$ cat config.mk
export PLATFORM = sky130hd
export DESIGN_NAME = pc_stack
export DESIGN_NICKNAME = d
export VERILOG_FILES = /design/src/rtl/pc_pkg.sv /design/src/rtl/ret_stack.sv /design/src/rtl/pc_stack.sv
export SDC_FILE = /design/constraint.sdc
export NUM_CORES = 1
export LEC_CHECK = 0
export BUFFER_PORTS_ARGS = -buffer_cell sky130_fd_sc_hd__buf_2
export CORE_MARGIN = 2
export CORE_UTILIZATION = 40
export DETAILED_ROUTE_END_ITERATION = 16
export GPL_ROUTABILITY_DRIVEN = 0
export PLACE_DENSITY_LB_ADDON = 0.3
export SLEW_MARGIN = 20
export SYNTH_ARGS = -nofsm -noshare
export SYNTH_HDL_FRONTEND = slang
export SYNTH_HIERARCHICAL = 1
export SYNTH_SLANG_ARGS = --single-unit
$ cat constraint.sdc
create_clock -name clk -period 2.9 [get_ports clk]
set_input_delay 0.58 -clock clk [delete_from_list [all_inputs] [get_ports clk]]
set_output_delay 0.58 -clock clk [all_outputs]
set_load 0.01 [all_outputs]
$ cat src/rtl/pc_pkg.sv
// Next-PC operation codes shared by the Control Unit and the program counter.
package pc_pkg;

  localparam int OP_W = 3;

  typedef logic [OP_W-1:0] pc_op_t;

  localparam pc_op_t OP_NEXT   = 3'd0;
  localparam pc_op_t OP_JUMP   = 3'd1;
  localparam pc_op_t OP_BRANCH = 3'd2;
  localparam pc_op_t OP_CALL   = 3'd3;
  localparam pc_op_t OP_RET    = 3'd4;

endpackage

$ cat src/rtl/ret_stack.sv
// Return-address LIFO: DEPTH entries of DATA_W bits, push/pop ignored when full/empty.
module ret_stack #(
  parameter int DEPTH  = 4,
  parameter int DATA_W = 8
) (
  input  logic              clk,
  input  logic              reset,
  input  logic              push,
  input  logic              pop,
  input  logic [DATA_W-1:0] din,
  output logic [DATA_W-1:0] dout,
  output logic              full,
  output logic              empty
);

  localparam int SP_W  = $clog2(DEPTH + 1);
  localparam int IDX_W = (DEPTH > 1) ? $clog2(DEPTH) : 1;

  logic [SP_W-1:0]   sp;
  logic [DATA_W-1:0] mem [DEPTH];

  assign full  = (sp == SP_W'(DEPTH));
  assign empty = (sp == '0);

  always_ff @(posedge clk) begin
    if (!reset) begin
      sp <= '0;
    end else if (push && !full) begin
      sp <= sp + 1'b1;
    end else if (pop && !empty) begin
      sp <= sp - 1'b1;
    end
  end

  // Entries are not reset; sp alone defines which entries are valid.
  always_ff @(posedge clk) begin
    if (reset && push && !full) begin
      mem[IDX_W'(sp)] <= din;
    end
  end

  assign dout = empty ? '0 : mem[IDX_W'(sp - 1'b1)];

endmodule

$ cat src/rtl/pc_stack.sv
// Program counter with next/jump/branch/call/ret, stall input and sticky
// return-stack fault flags.
module pc_stack
  import pc_pkg::*;
#(
  parameter int                ADDR_W      = 8,
  parameter int                STACK_DEPTH = 4,
  parameter logic [ADDR_W-1:0] RESET_ADDR  = '0
) (
  input  logic              clk,
  input  logic              reset,
  input  logic              en,
  input  pc_op_t            op,
  input  logic [ADDR_W-1:0] new_addr,
  output logic [ADDR_W-1:0] addr,
  output logic              stack_full,
  output logic              stack_empty,
  output logic              overflow,
  output logic              underflow
);

  logic [ADDR_W-1:0] addr_inc;
  logic [ADDR_W-1:0] next_addr;
  logic [ADDR_W-1:0] ret_addr;
  logic              push;
  logic              pop;
  logic              set_ovf;
  logic              set_unf;

  assign addr_inc = addr + 1'b1;

  ret_stack #(
    .DEPTH  (STACK_DEPTH),
    .DATA_W (ADDR_W)
  ) u_ret_stack (
    .clk   (clk),
    .reset (reset),
    .push  (push),
    .pop   (pop),
    .din   (addr_inc),
    .dout  (ret_addr),
    .full  (stack_full),
    .empty (stack_empty)
  );

  always_comb begin
    next_addr = addr_inc;
    push      = 1'b0;
    pop       = 1'b0;
    set_ovf   = 1'b0;
    set_unf   = 1'b0;
    case (op)
      OP_JUMP:   next_addr = new_addr;
      // Offset has the PC's width, so plain modular add equals sign-extended add.
      OP_BRANCH: next_addr = addr + new_addr;
      OP_CALL: begin
        if (stack_full) begin
          set_ovf   = en;
          next_addr = addr;
        end else begin
          push      = en;
          next_addr = new_addr;
        end
      end
      OP_RET: begin
        if (stack_empty) begin
          set_unf = en;
        end else begin
          pop       = en;
          next_addr = ret_addr;
        end
      end
      default: next_addr = addr_inc;
    endcase
  end

  always_ff @(posedge clk) begin
    if (!reset) begin
      addr      <= RESET_ADDR;
      overflow  <= 1'b0;
      underflow <= 1'b0;
    end else if (en) begin
      addr      <= next_addr;
      overflow  <= overflow | set_ovf;
      underflow <= underflow | set_unf;
    end
  end

endmodule

==> flow_summary.yaml <==
synth:
  synth_nets: 254
  synthCells: 225
  yosysUniqueCellTypes: 50
  yosys-top-cells-area: "edfxtp_1 (37%), dfxtp_1 (10%), mux4_2 (7.0%)"
  synth-edff-count: 32
  yosysTopAreaCell: "edfxtp_1"
  synth.avg_cell_area_sq_um: 11.51
  synth_top_area_frac: 0.3710
  ys_seq_area_frac: 0.4715
  synthFlopType: "edfxtp_1"
  synth_area_sq_um: 2590
  ys_async_sr_fraction: 0
  ys_ff_latch: 45
  synth_warnings: 6
timing:
  tightest_slew_ns: 0.4957
  fin_worst_skew_ns: 0.005383
  setup_viol: 0
  period_minus_slack_ns: 2.345
  hold_viol_final: 0
  min_period_over_period: 0.8087
  grt_setup_unrepaired: "no"
  slew_headroom: 0.6689
  final_max_slew_viol_count: 0
  fmaxAchievable_mhz: 426.4
  tns_ns: 0
floorplan:
  die_x_microns: 84.47
  die_area_sq_um: 7134
  design.core.area_sq_um: 6314
  io_pins: 26
  start_util: 0.4102
  fp.dieH_microns: 84.47
  rows: 29
power:
  total_power_uw: 1417
  p_leak_uw: 0.001091
  power_density_nw_per_um2: 488.7
  ir_drop_mv: 0.2529
detailed_routing:
  firstDrtPassIters: 4
  first_iter_violations: 104
  postRouteAntennaNets: 0
  vias: 1885
  routedWlPerCell_microns: 17.33
  drt-total-wl_microns: 5737
  drcViolationCount: 0
  via_per_inst: 5.695
cts:
  clock_latency_ns: 0.30
  postCtsResizedCells: 0
  hold_buffers: 0
  htree_levels: 2
  cts_buffer_depth: 2
  cts_setup_buffers: 0
  root_buffer: "clkbuf_8"
  cts_tree: "yes"
  clk_pin_slew_ns: 0.09
  cts_buffers: 5
  clock-sinks: 45
layout:
  insertedDiodeCount: 0
  drive_gt1_frac: 0.2047
  final_nets: 282
  synthToLayoutAreaGrowth_pct: 11.93
setup_path:
  r2r_cells: 8
  r2r-end: "u_ret_stack/sp[1]"
  r2r_start: "u_ret_stack/sp[1]"
  cp-start-kind: "register"
  required_ns: 3.13
  worst-setup-path-type: "reg -> reg"
  end_kind: "register"
  cp.arrival_ns: 2.58
  r2r_slack_ns: 0.55
  path_max_fanout: 6
job:
  drv_cap: 0
grt:
  grt_max_degree: 17
  grt_pass1_wl_microns: 9466
  grt_pass1_vias: 1851
  antenna_found_initial: 0
  track_usage: 0.1695
  grt_overflow: 0
worst_hold_path:
  hold_end: "overflow"
  hp-class: "reg -> reg"
  worstHoldStart: "overflow"
  holdPathStages: 2
placement:
  dp_hpwl_microns: 4262
  io_buffers: 25
outcome:
  status: "finished clean"
## cell type report
type / count / area, sq um
Clock buffer: 5 / 68.82
Clock inverter: 3 / 47.55
Fill cell: 596 / 3415
Inverter: 8 / 30.03
Multi-Input combinational cell: 163 / 1272
Sequential cell: 45 / 1221
Tap cell: 77 / 96.34
Timing Repair Buffer: 30 / 162.7
## cells by family (layout without fill, tap and decap cells)
logic type	Yosys count	in the layout	share of synthesized area
simple gates	76	76	0.1681
buf+inv	17	46	0.03720
xor+xnor	6	6	0.02029
compound gates	57	57	0.1536
fa+ha+maj	15	15	0.07536
mux	9	9	0.07391
flops	45	45	0.4715
## worst max-delay path, stage by stage, from the launching register on
cell and delay [ns]:
dfxtp_1 0.38, inv_1 0.11, ha_1 0.21, ha_1 0.21
or4b_1 0.63, nor2_1 0.19, nand2b_1 0.08, or3_1 0.31
a31oi_1 0.16
## cells in the mapped netlist, types with 2 or more instances
library cell and count:
inv_1 8, o21bai_1 4, a41oi_1 2, and3_1 5, a211oi_1 3, xnor2_1 3
a31oi_1 6, nor2_1 9, nand3_1 9, ha_1 14, xor2_1 3, o2111ai_1 2
o21ai_0 14, a21o_1 4, nor2b_1 8, or3_1 6, dfxtp_1 13, nand2_1 19
edfxtp_1 32, mux4_2 8, or4b_1 2, and2_1 2, and2b_1 3, a22oi_1 3
a21oi_1 7, nand2b_1 2, o21a_1 2, buf_2 2, nand3b_1 2, clkbuf_1 3
nor3_1 2, o221ai_1 2, buf_6 4
## worst max path at each step
stage / endpoint / startpoint / slack [ns]
floorplan: u_ret_stack/sp[1] / u_ret_stack/sp[0] / 0.41
global placement: addr[6] / new_addr[0] / 0.52
detailed placement: addr[6] / new_addr[0] / 0.51
CTS: u_ret_stack/sp[1] / u_ret_stack/sp[1] / 0.57
global route: u_ret_stack/sp[0] / u_ret_stack/sp[1] / 0.41
finish: u_ret_stack/sp[1] / u_ret_stack/sp[1] / 0.55
## cells in the final DEF (no fill, tap or decap), types with 3 or more instances in the layout
master / instances
nand3_1: 9
or3_1: 6
a31oi_1: 6
edfxtp_1: 32
nor2_1: 9
buf_4: 5
o21ai_0: 14
a21o_1: 4
mux4_2: 8
and2b_1: 3
nor2b_1: 8
o21bai_1: 4
a22oi_1: 3
nand2_1: 19
and3_1: 5
buf_2: 25
xnor2_1: 3
dfxtp_1: 13
xor2_1: 3
a211oi_1: 3
ha_1: 14
clkbuf_8: 5
inv_1: 8
a21oi_1: 7
## flip-flops by register name (all words and copies together), names as in the netlist
name / flops
u_ret_stack/sp: 3
u_ret_stack/mem: 32
underflow: 1
addr: 8
overflow: 1
## power by group
part | switching [uW] | internal [uW]
Clock | 236 | 263
Sequential | 19.4 | 705
Combinational | 112 | 80.2
Total | 368 | 1050
## stage by stage
step | cells | hold slack, ns | utilization | setup WS (ns) | area [sq um]
floorplan | 225 | 0.5050 | - | 0.4091 | 2590
global placement | 323 | 0.4618 | 0.4407 | 0.5151 | 2783
detailed placement | 323 | 0.4608 | 0.4407 | 0.5122 | 2783
CTS | 331 | 0.4870 | 0.4592 | 0.5715 | 2899
global route | 331 | 0.5371 | 0.4592 | 0.4144 | 2899
finish | 331 | 0.4922 | 0.4592 | 0.5547 | 2899
## metal layers
layer / up-vias / share of wire / wire [microns] / global-route usage
li1: 918 / - / - / -
met1: 910 / 0.47 / 2718 / 0.2421
met2: 53 / 0.47 / 2677 / 0.2720
met3: 4 / 0.056 / 321 / 0.03540
met4: 0 / 0.0033 / 19 / 0.03030
met5: - / 0 / 0 / 0
Power figures use the tool's default switching activity.
